## config.mk

```make
export PLATFORM = sky130hd
export DESIGN_NAME = present_round_datapath
export DESIGN_NICKNAME = d
export VERILOG_FILES = /design/src/rtl/present_round_datapath.sv
export SDC_FILE = /design/constraint.sdc
export NUM_CORES = 1
export LEC_CHECK = 0
export CAP_MARGIN = 20
export CELL_PAD_IN_SITES_DETAIL_PLACEMENT = 0
export CELL_PAD_IN_SITES_GLOBAL_PLACEMENT = 1
export CORE_MARGIN = 10
export CORE_UTILIZATION = 42
export DETAILED_ROUTE_END_ITERATION = 8
export PLACE_DENSITY_LB_ADDON = 0.1
export SKIP_LAST_GASP = 1
export SLEW_MARGIN = 20
export SYNTH_ARGS = -nofsm -noshare
export SYNTH_HDL_FRONTEND = slang
export SYNTH_SLANG_ARGS = --single-unit
```

## constraint.sdc

```tcl
create_clock -name clock -period 12.46 [get_ports clock]
set_input_delay 1.246 -clock clock [delete_from_list [all_inputs] [get_ports clock]]
set_output_delay 1.246 -clock clock [all_outputs]
set_load 0.05 [all_outputs]
```

## src/rtl/present_round_datapath.sv

```systemverilog
// present_round_datapath: PRESENT-80 encryption datapath fed by an external round-key stream.
// Each accepted key performs addRoundKey -> sBoxLayer -> pLayer. The key after the last
// round whitens the state into the ciphertext. Define PRESENT_DP_TRACE_EN to expose
// dbg_state and dbg_round.
module present_round_datapath #(
  parameter int unsigned ROUNDS = 31
) (
  input  logic        clock,
  input  logic        reset,
  input  logic        start,
  input  logic [63:0] plaintext,
  input  logic [63:0] round_key,
  input  logic        rk_valid,
  output logic        rk_ready,
  output logic [5:0]  rk_index,
  output logic        busy,
  output logic [63:0] ciphertext,
  output logic        done
`ifdef PRESENT_DP_TRACE_EN
  ,
  output logic [63:0] dbg_state,
  output logic [5:0]  dbg_round
`endif
);

  // Counter value at which the incoming key is the whitening key.
  localparam logic [5:0] LastCnt = 6'(ROUNDS + 1);

  typedef enum logic [0:0] {StIdle, StRun} fsm_e;

  fsm_e        fsm_q, fsm_d;
  logic [63:0] state_q, state_d;
  logic [5:0]  cnt_q, cnt_d;
  logic [63:0] ct_q, ct_d;
  logic        done_q, done_d;
  logic        key_acc;

  function automatic logic [3:0] sbox(input logic [3:0] x);
    logic [3:0] y;
    case (x)
      4'h0: y = 4'hC;
      4'h1: y = 4'h5;
      4'h2: y = 4'h6;
      4'h3: y = 4'hB;
      4'h4: y = 4'h9;
      4'h5: y = 4'h0;
      4'h6: y = 4'hA;
      4'h7: y = 4'hD;
      4'h8: y = 4'h3;
      4'h9: y = 4'hE;
      4'hA: y = 4'hF;
      4'hB: y = 4'h8;
      4'hC: y = 4'h4;
      4'hD: y = 4'h7;
      4'hE: y = 4'h1;
      4'hF: y = 4'h2;
      default: y = 4'h0;
    endcase
    return y;
  endfunction

  function automatic logic [63:0] s_layer(input logic [63:0] x);
    logic [63:0] y;
    logic [5:0]  base;
    y = '0;
    for (int n = 0; n < 16; n++) begin
      base = 6'(4 * n);
      y[base +: 4] = sbox(x[base +: 4]);
    end
    return y;
  endfunction

  // Bit i moves to 16*i mod 63; bit 63 stays put.
  function automatic logic [63:0] p_layer(input logic [63:0] x);
    logic [63:0] y;
    logic [5:0]  src;
    logic [5:0]  dst;
    y = '0;
    for (int i = 0; i < 63; i++) begin
      src    = 6'(i);
      dst    = 6'((16 * i) % 63);
      y[dst] = x[src];
    end
    y[63] = x[63];
    return y;
  endfunction

  assign key_acc = (fsm_q == StRun) && rk_valid;

  // Next-state logic: load on start, one round per accepted key, whiten on the final key.
  always_comb begin
    fsm_d   = fsm_q;
    state_d = state_q;
    cnt_d   = cnt_q;
    ct_d    = ct_q;
    done_d  = 1'b0;
    case (fsm_q)
      StIdle: begin
        if (start) begin
          state_d = plaintext;
          cnt_d   = 6'd1;
          fsm_d   = StRun;
        end
      end
      StRun: begin
        if (key_acc) begin
          if (cnt_q == LastCnt) begin
            ct_d   = state_q ^ round_key;
            done_d = 1'b1;
            cnt_d  = 6'd0;
            fsm_d  = StIdle;
          end else begin
            state_d = p_layer(s_layer(state_q ^ round_key));
            cnt_d   = cnt_q + 6'd1;
          end
        end
      end
      default: fsm_d = StIdle;
    endcase
  end

  // All state registers; reset aborts any encryption in flight and clears the result.
  always_ff @(posedge clock or posedge reset) begin
    if (reset) begin
      fsm_q   <= StIdle;
      state_q <= '0;
      cnt_q   <= '0;
      ct_q    <= '0;
      done_q  <= 1'b0;
    end else begin
      fsm_q   <= fsm_d;
      state_q <= state_d;
      cnt_q   <= cnt_d;
      ct_q    <= ct_d;
      done_q  <= done_d;
    end
  end

  assign busy       = (fsm_q == StRun);
  assign rk_ready   = (fsm_q == StRun);
  // Counter idles at 0 but the next key expected is always at least K1.
  assign rk_index   = (cnt_q == 6'd0) ? 6'd1 : cnt_q;
  assign ciphertext = ct_q;
  assign done       = done_q;

`ifdef PRESENT_DP_TRACE_EN
  assign dbg_state = state_q;
  assign dbg_round = cnt_q;
`endif

endmodule

```

==> metrics.md, run 1 <==
| Metric | Value |
|---|---|
| Post-synth top flop | dfrtp_1 |
| Main combinational cell family by area after synthesis | multiplexers |
| Total grt overflow | 0 |
| Synth Area in Compound Gates | 13.46% |
| Die width | 166.2 um |
| Simple-Gate Fraction of Synth Area | 11.34% |
| Power Internal | 0.001514 W |
| Synth Area in Adders | 6.965% |
| Largest net degree at the start of global routing | 74 |
| H-tree levels | 4 |
| Post-detailed-route count of antenna-violating nets | 0 |
| # hold bufs at CTS | 0 |
| Dominant cell type by area after synthesis | dfrtp_1 |
| XOR/XNOR Fraction of Synth Area | 9.263% |
| CP required | 11.21 ns |
| Via Count | 7350 |
| EDFF count, synth | 0 |
| Postcts setup bufs | 0 |
| CP max FO | 7 |
| Fin Setup TNS | 0 ns |
| CTS Sinks | 136 |
| Total Routed Length | 27390 um |
| Die H | 166.2 um |
| Seq pwr share | 25.5% |
| Clk_lat worst skew | 0.43 ns |
| Endpoints failing hold | 0 |
| CORE AREA | 0.02102 mm^2 |
| Fill cells | 1934 |
| YS warnings | 0 |
| Status | complete, no violations |
| Combinational fraction of design power | 55.5% |
| RSZ-0062 raised after global routing | false |
| 1st-iter DRT viols | 420 |
| Max Fclk | 252.7 MHz |
| Max Root-Sink Buffers | 2 |
| Site row count | 53 |
| Slew @ Worst Pin | 1.040 ns |
| CP startpoint kind | register |
| Total of max-cap violations | 0 |
| Share of layout cells above drive strength 1 | 7.811% |
| Min Clock Period, post-route | 3.958 ns |
| Avg Cell Area, Syn | 9.838 um^2 |
| Kind of critical path | reg2out |
| Final Util | 55.81% |
| Worst path arrival time | 2.71 ns |
| Worst hold path class | reg2reg |
| PortBufs | 204 |
| Synth cell types | 47 |
| Total track usage | 19.49% |
| Initial antenna violation count | 4 |
| First-pass GRT wire length | 43220 um |
| Reg clk slew, reported paths | 0.06 ns |
| Seq cells post-synth | 136 |
| Area grow syn2layout | 30.60% |
| Max_slew headroom | 30.54% |
| Synthesized Nets | 1095 |
| I/O pins | 205 |
| Static Leak | 5.000 nW |
| Initial Util | 42.73% |
| Post-synth top area share | 37.89% |
| Tcrit/Tclk final | 31.77% |
| Detail Placement HPWL | 20120 um |
| CTS buffer count | 17 |
| Max-slew violation count | 0 |
| Seq/Total Area, Yosys | 37.89% |
| Gp weighted congestion | 0.8481 |
| Clock tree root buffer cell | clkbuf_16 |
| Drt pass-1 iters | 7 |
| Final setup viols | 0 |
| Via density | 5.338 |
| Mapped cell area | 0.008982 mm^2 |
| Post-route DRC | 0 |
| CTS tree | done |
| Average wire per standard cell | 19.89 um |
| CP endpoint kind | primary output |
| Net Sw Frac | 42.26% |
| Nets | 1270 |
| PD cells | 223.5 mW/mm^2 |
| Mux cell area share after synthesis | 14.05% |
| Synth Instances | 913 |
| Clock group share of total power | 18.9% |
| Worst clock skew | 0.01683 ns |
| Post-CTS Resized | 0 |
| DIE AREA | 0.02764 mm^2 |
| Number of global-route vias before repair | 7394 |
| Max IR drop VDD | 102.4 uV |
| Switching Power | 0.001108 W |
| Ys async rst share | 100.0% |
| Synth area leaders | dfrtp_1 (38%), mux4_2 (7.0%), ha_1 (7.0%) |
[layout by cell type (no fill, tap or decap), types with 15 or more instances in the layout]
cell,netlist,final
xnor2_1,70,70
nor3b_1,30,30
inv_1,92,91
ha_1,50,50
a31oi_1,47,47
o2111ai_1,15,15
a21oi_1,31,31
dfrtp_1,136,135
nor3_1,31,31
nand2b_1,16,15
xor2_1,25,25
clkdlybuf4s50_1,0,204
nand3_1,29,29
clkbuf_16,0,17
o21ai_0,94,94
mux2i_1,47,47
mux4_2,28,28
nand2_1,68,68
[sequential cells by signal (all words and copies together) (netlist names)]
name        cells
busy            1
cnt_q           6
state_q        64
ciphertext     64
done            1
[final cells by class]
cell class	count	area [um^2]	share of cell area, %
well taps	275	344.1	2.933
diodes	1	2.502	0.02133
repair buffers	209	2079	17.73
clock inverters	13	122.6	1.045
flip-flops and latches	136	3407	29.04
multi-input cells	632	4972	42.38
clock buffers	19	452.9	3.861
inverters	92	350.3	2.986
[synthesized netlist by cell type, types with 2 or more instances]
cell type	count
dfrtp_1	136
o21ai_0	94
inv_1	92
xnor2_1	70
nand2_1	68
ha_1	50
a31oi_1	47
mux2i_1	47
a21oi_1	31
nor3_1	31
clkbuf_1	30
nor3b_1	30
nand3_1	29
mux4_2	28
xor2_1	25
nand2b_1	16
o2111ai_1	15
buf_6	8
mux2_2	8
nor2_1	6
buf_4	5
buf_2	4
o211ai_1	4
a211oi_1	3
buf_1	3
clkbuf_2	3
mux2_4	3
o21ai_1	3
a22o_1	2
and2_1	2
and3_1	2
nor2b_1	2
o22ai_1	2
[power groups by stage]
stage          sequential (W)  combinational, W  clock, W
2_1_floorplan        0.000668           0.00105         0
3_3_place_gp         0.000677           0.00144         0
3_5_place_dp         0.000677           0.00147         0
4_1_cts              0.000671           0.00148  0.000507
5_1_grt              0.000686           0.00163  0.000523
6_report             0.000670           0.00146  0.000496
[worst max-delay path, cell delays in order, from the launching register on]
cell and delay (ns):
dfrtp_1 0.46, inv_1 0.09, ha_1 0.14, nor4b_4 0.48, and2_1 0.22, or2_2 0.11
clkdlybuf4s50_1 0.79
[kinds of logic (layout without fill, tap and decap cells)]
group | after synthesis | count (layout)
compound gates | 208 | 208
xor+xnor | 95 | 95
fa+ha+maj | 50 | 50
buf+inv | 145 | 333
flops | 136 | 136
mux | 87 | 87
other cells | 0 | 1
simple gates | 192 | 192
[layer usage]
layer | part of all wire (%) | vias to the layer above | GRT usage (%)
met5 | 0.047 | - | 0
met4 | 1.3 | 2 | 5.040
met3 | 5.9 | 26 | 5.490
met2 | 47 | 176 | 30.97
met1 | 46 | 3565 | 25.55
li1 | - | 3581 | -
[path summary, 6_finish.rpt]
path                                            startpoint                          to  slack [ns]  cells after the start
worst max-delay path                  cnt_q[0]$_DFFE_PP0P_                 rk_index[0]        8.50                      6
worst min-delay path            ciphertext[17]$_DFFE_PP0P_  ciphertext[17]$_DFFE_PP0P_        0.48                      2
worst max register to register        cnt_q[0]$_DFFE_PP0P_   ciphertext[7]$_DFFE_PP0P_        9.54                      6
worst min register to register  ciphertext[17]$_DFFE_PP0P_  ciphertext[17]$_DFFE_PP0P_        0.48                      2
max in group asynchronous                            reset              busy$_DFF_PP0_        9.68                      3
min in group asynchronous                            reset  ciphertext[18]$_DFFE_PP0P_        1.28                      2
[metrics by stage]
step / area (um^2) / hold WS, ns / total power [W] / cells / setup slack (ns)
final: 11730 / 0.4776 / 0.002622 / 1377 / 8.502
after global routing: 11730 / 0.5000 / 0.002838 / 1376 / 8.355
after CTS: 11720 / 0.4834 / 0.002653 / 1376 / 8.501
after detailed placement: 11150 / 0.4692 / 0.002146 / 1344 / 8.638
after global placement: 11150 / 0.4607 / 0.002121 / 1344 / 8.677
after floorplan: 8982 / 0.4765 / 0.001716 / 913 / 7.575
(Power assumes the default switching activity.)
==> run 2, diff against run 1 <==
Settings changed: CORE_UTILIZATION 42 to 39.
Clock period 12.46 ns to 3.8 ns, I/O delays scaled along.
==> metrics.md, run 2 (same netlist as run 1, synthesis figures left out) <==
| Metric | Value |
|---|---|
| Total grt overflow | 0 (unchanged) |
| Most common cell after layout, fill and taps aside | clkdlybuf4s50_1 |
| Reg2reg start | cnt_q[0]$_DFFE_PP0P_ |
| Nets | 1278 (+0.63%) |
| H-tree levels | 4 (unchanged) |
| Max IR drop VDD | 367.7 uV (+260%) |
| DIE AREA | 0.02950 mm^2 (+6.8%) |
| CP startpoint kind | register |
| # hold bufs at CTS | 0 (unchanged) |
| CORE AREA | 0.02264 mm^2 (+7.7%) |
| Pwr Total | 0.008613 W (+230%) |
| Total track usage | 19.36% (-0.13 points) |
| Endpoints failing hold | 0 (unchanged) |
| Total Routed Length | 28510 um (+4.1%) |
| 1st-iter DRT viols | 378 (-10%) |
| Worst hold path class | reg2reg |
| Initial Util | 39.67% (-3.1 points) |
| Max Root-Sink Buffers | 2 (unchanged) |
| CTS tree | done |
| Postcts setup bufs | 0 (unchanged) |
| Die H | 171.8 um (+3.3%) |
| Worst hold margin | 0.4736 ns (-0.003983 ns) |
| Average wire per standard cell | 20.42 um (+2.7%) |
| Reg2reg path depth | 7 (+1) |
| Post-CTS Resized | 0 (unchanged) |
| Most frequent cells in the layout | clkdlybuf4s50_1 (204), dfrtp_1 (135), o21ai_0 (94) |
| Gp weighted congestion | 0.8095 (-4.6%) |
| Kind of critical path | reg2out |
| PD cells | 728.6 mW/mm^2 (+230%) |
| Drt pass-1 iters | 4 (-3) |
| Worst reg-to-reg setup slack | 1.16 ns (-8.38 ns) |
| Max-slew violation count | 0 (unchanged) |
| Detail Placement HPWL | 21170 um (+5.2%) |
| Number of global-route vias before repair | 7595 (+2.7%) |
| Post-route DRC | 0 (unchanged) |
| Min Clock Period, post-route | 3.030 ns |
| Via Count | 7275 (-1.0%) |
| Share of layout cells above drive strength 1 | 8.476% (+0.67 points) |
| CTS Sinks | 136 (unchanged) |
| Max Fclk | 330.0 MHz |
| Number of cells on the worst hold path | 2 (unchanged) |
| PortBufs | 204 (unchanged) |
| Worst clock skew | 0.01123 ns (-0.005598 ns) |
| Fin Setup TNS | 0 ns (unchanged) |
| Slew @ Worst Pin | 0.7891 ns (-0.2505 ns) |
| Site row count | 55 (+3.8%) |
| HP Start | ciphertext[36]$_DFFE_PP0P_ |
| Clk_lat worst skew | 0.43 ns (about the same) |
| Worst path arrival time | 2.65 ns (-0.06 ns) |
| Largest net degree at the start of global routing | 137 (+85%) |
| RSZ-0062 raised after global routing | false |
| Static Leak | 5.049 nW (+0.98%) |
| Post-detailed-route count of antenna-violating nets | 0 (unchanged) |
| Reg clk slew, reported paths | 0.06 ns (about the same) |
| Clock tree root buffer cell | clkbuf_16 |
| Reg2reg end | state_q[7]$_DFFE_PP0P_ |
| CTS buffer count | 17 (unchanged) |
| Total of max-cap violations | 0 (unchanged) |
| CP required | 3.42 ns (-7.79 ns) |
| Tcrit/Tclk final | 79.75% |
| Status | complete, no violations |
| Hold worst-path end | ciphertext[36]$_DFFE_PP0P_ |
| Via density | 5.211 (-2.4%) |
| Die width | 171.8 um (+3.3%) |
| Final setup viols | 0 (unchanged) |
| Initial antenna violation count | 1 (-3) |
| First-pass GRT wire length | 43880 um (+1.5%) |
| CP max FO | 7 (unchanged) |
| I/O pins | 205 (unchanged) |
| Area grow syn2layout | 31.61% |
| CP endpoint kind | primary output |
| Max_slew headroom | 47.39% (+17 points) |
[run 2: worst max-delay path, stage by stage, from the launching register on]
cell and delay, ns:
dfrtp_1 0.44, inv_1 0.08, ha_1 0.14, nor4b_4 0.44, and2_1 0.22, or2_2 0.11
clkdlybuf4s50_1 0.80
[run 2: power by group]
part	switching, W	internal, W	total [W]
sequential	0.000371	0.00184	0.00221
combinational	0.00253	0.00219	0.00472
clock	0.000692	0.000987	0.00168
total	0.00360	0.00502	0.00861
[run 2: worst max path at each step]
stage | start | to | slack, ns | depth (start not counted)
2_1_floorplan | reset | busy$_DFF_PP0_ | 1.73 | 1
6_report | cnt_q[0]$_DFFE_PP0P_ | rk_index[0] | 0.77 | 6
5_1_grt | cnt_q[0]$_DFFE_PP0P_ | rk_index[0] | 0.61 | 6
3_5_place_dp | cnt_q[0]$_DFFE_PP0P_ | state_q[7]$_DFFE_PP0P_ | 1.11 | 7
3_3_place_gp | cnt_q[0]$_DFFE_PP0P_ | state_q[7]$_DFFE_PP0P_ | 1.15 | 7
4_1_cts | cnt_q[0]$_DFFE_PP0P_ | rk_index[0] | 0.75 | 6
[run 2: layout make-up]
| cell class | instances | area, um^2 |
|---|---|---|
| Antenna cell | 2 | 5.005 |
| Clock buffer | 18 | 439.2 |
| Clock inverter | 14 | 146.4 |
| Fill cell | 2099 | 10820 |
| Inverter | 92 | 349.1 |
| Multi-Input combinational cell | 632 | 4966 |
| Sequential cell | 136 | 3407 |
| Tap cell | 285 | 356.6 |
| Timing Repair Buffer | 217 | 2152 |
[run 2: per-stage QoR]
step	setup slack (ns)	util (%)	cells	instance area, um^2
2_1_floorplan	1.727	-	913	8986
3_3_place_gp	1.152	49.60	1362	11230
3_5_place_dp	1.114	49.60	1362	11230
4_1_cts	0.7507	52.19	1394	11820
5_1_grt	0.6056	52.19	1394	11820
6_report	0.7695	52.21	1396	11820
[run 2: metal layers]
metal	up-vias	GRT usage (%)	share of wire, %
met5	-	0	0
met4	0	4.385	0.76
met3	15	5.295	6.9
met2	167	30.99	46
met1	3508	25.52	46
li1	3585	-	-
==> run 3, diff against run 2 <==
Clock period 3.8 ns to 3.1 ns, I/O delays scaled along.
==> metrics.md, run 3 (same netlist as run 1, synthesis figures left out) <==
| Metric | Value |
|---|---|
| Post-CTS Resized | 0 (unchanged) |
| CTS Sinks | 136 (unchanged) |
| Nets | 1283 (+0.39%) |
| Kind of critical path | reg2out |
| Final Worst Setup Slack | 0.1865 ns (-0.5830 ns) |
| Post-detailed-route count of antenna-violating nets | 0 (unchanged) |
| Pwr Total | 0.01087 W (+26%) |
| Placed Cells | 1367 (+0.37%) |
| Worst clock skew | 0.01396 ns (+0.002726 ns) |
| Clock tree root buffer cell | clkbuf_16 |
| Max_slew headroom | 45.42% (-2.0 points) |
| Gp weighted congestion | 0.8808 (+8.8%) |
| Drt pass-1 iters | 4 (unchanged) |
| Max Fclk | 343.2 MHz |
| CP endpoint kind | primary output |
| Area grow syn2layout | 32.93% |
| Total of max-cap violations | 0 (unchanged) |
| Crit-path cells | inv_1 > ha_1 > nor4b_4 > buf_4 > and2_1 > or2_2 > clkdlybuf4s50_1 |
| 1st-iter DRT viols | 401 (+6.1%) |
| Site row count | 55 (unchanged) |
| Power Internal | 0.006426 W (+28%) |
| Crit-path leading delay family | buffers and inverters |
| Static Leak | 5.103 nW (+1.1%) |
| Non-Filler Instances | 1401 (+0.36%) |
| Final Util | 52.74% (+0.53 points) |
| CP peak stage delay | 0.71 ns (-0.09 ns) |
| Average wire per standard cell | 20.33 um (-0.44%) |
| Fin Setup TNS | 0 ns (unchanged) |
| Seq pwr share | 25.0% (-0.7 points) |
| Via Count | 7323 (+0.66%) |
| RSZ-0062 raised after global routing | false |
| Die width | 171.8 um (unchanged) |
| CP Buf/Inv Count | 3 (+1) |
| Detail Placement HPWL | 21720 um (+2.6%) |
| Number of global-route vias before repair | 7580 (-0.20%) |
| Die H | 171.8 um (unchanged) |
| Most common cell after layout, fill and taps aside | clkdlybuf4s50_1 |
| PortBufs | 204 (unchanged) |
| Worst hold path class | in2async |
| Clk_lat worst skew | 0.42 ns (about the same) |
| CTS buffer count | 17 (unchanged) |
| CP required | 2.79 ns (-0.63 ns) |
| Max IR drop VDD | 405.2 uV (+10%) |
| Total Routed Length | 28490 um (about the same) |
| Reg clk slew, reported paths | 0.07 ns (about the same) |
| Max Root-Sink Buffers | 2 (unchanged) |
| Switching Power | 0.004448 W (+24%) |
| Endpoints failing hold | 0 (unchanged) |
| Fill cells | 2114 (+0.71%) |
| DIE AREA | 0.02950 mm^2 (unchanged) |
| PD cells | 910.7 mW/mm^2 (+25%) |
| Final setup viols | 0 (unchanged) |
| Most frequent cells in the layout | clkdlybuf4s50_1 (204), dfrtp_1 (135), o21ai_0 (94) |
| Critical path's slowest cell | clkdlybuf4s50_1 |
| Initial Util | 39.67% (unchanged) |
| First-pass GRT wire length | 44130 um (+0.58%) |
| CP startpoint kind | register |
| Share of layout cells above drive strength 1 | 8.715% (+0.24 points) |
| Slew @ Worst Pin | 0.8128 ns (+0.02370 ns) |
| Initial antenna violation count | 3 (+2) |
| Postcts setup bufs | 0 (unchanged) |
| Total track usage | 19.56% (+0.20 points) |
| Worst path arrival time | 2.60 ns (-0.05 ns) |
| Max-slew violation count | 0 (unchanged) |
| Setup WS pre-CTS | 0.5213 ns (-0.5928 ns) |
| Via density | 5.227 (+0.30%) |
| Status | complete, no violations |
| CP max FO | 7 (unchanged) |
| CORE AREA | 0.02264 mm^2 (unchanged) |
| Combinational fraction of design power | 53.9% (-1.0 points) |
| Net Sw Frac | 40.90% (-0.84 points) |
| Tcrit/Tclk final | 93.98% |
| CTS tree | done |
| H-tree levels | 4 (unchanged) |
| Total grt overflow | 0 (unchanged) |
| I/O pins | 205 (unchanged) |
| Levels on crit path | 7 (+1) |
| Post-route DRC | 0 (unchanged) |
| Min Clock Period, post-route | 2.913 ns |
| Clock group share of total power | 21.1% (+1.6 points) |
| # hold bufs at CTS | 0 (unchanged) |
| Reg2reg path depth | 5 (-2) |
| Largest net degree at the start of global routing | 72 (-47%) |
run 3: power by group through the flow:
stage | logic (W) | clock network, W | registers (W)
2_1_floorplan | 0.00421 | 0 | 0.00269
3_3_place_gp | 0.00583 | 0 | 0.00274
3_5_place_dp | 0.00592 | 0 | 0.00275
4_1_cts | 0.00593 | 0.00233 | 0.00272
5_1_grt | 0.00655 | 0.00242 | 0.00278
6_report | 0.00586 | 0.00230 | 0.00272
run 3: per-stage QoR:
step / area (um^2) / hold WS (ns)
detailed placement: 11280 / 0.4692
global route: 11930 / 0.1595
floorplan: 8986 / 0.4350
finish: 11940 / 0.1597
CTS: 11930 / 0.1536
global placement: 11280 / 0.4605
run 3: final timing paths:
check,from,to,slack [ns]
setup / recovery,cnt_q[0]$_DFFE_PP0P_,rk_index[0],0.19
hold / removal,reset,state_q[19]$_DFFE_PP0P_,0.16
setup reg to reg,busy$_DFF_PP0_,state_q[5]$_DFFE_PP0P_,0.84
hold reg to reg,ciphertext[21]$_DFFE_PP0P_,ciphertext[21]$_DFFE_PP0P_,0.48
max in group asynchronous,reset,busy$_DFF_PP0_,2.12
min in group clock,plaintext[60],state_q[60]$_DFFE_PP0P_,0.47
run 3: routing by layer:
| layer | share of wire (%) | vias to the layer above | GRT usage [%] |
|---|---|---|---|
| li1 | - | 3616 | - |
| met1 | 47 | 3517 | 26.48 |
| met2 | 46 | 164 | 29.97 |
| met3 | 6.1 | 24 | 5.340 |
| met4 | 1.3 | 2 | 5.547 |
| met5 | 0.070 | - | 0 |
run 3: cell type report:
| cell class | count | area [um^2] | area share, % |
|---|---|---|---|
| Clock buffer | 20 | 456.7 | 3.825 |
| Clock inverter | 11 | 195.2 | 1.635 |
| Tap cell | 285 | 356.6 | 2.986 |
| Timing Repair Buffer | 222 | 2202 | 18.44 |
| Sequential cell | 136 | 3407 | 28.53 |
| Multi-Input combinational cell | 632 | 4966 | 41.59 |
| Inverter | 92 | 349.1 | 2.924 |
| Antenna cell | 3 | 7.507 | 0.06287 |
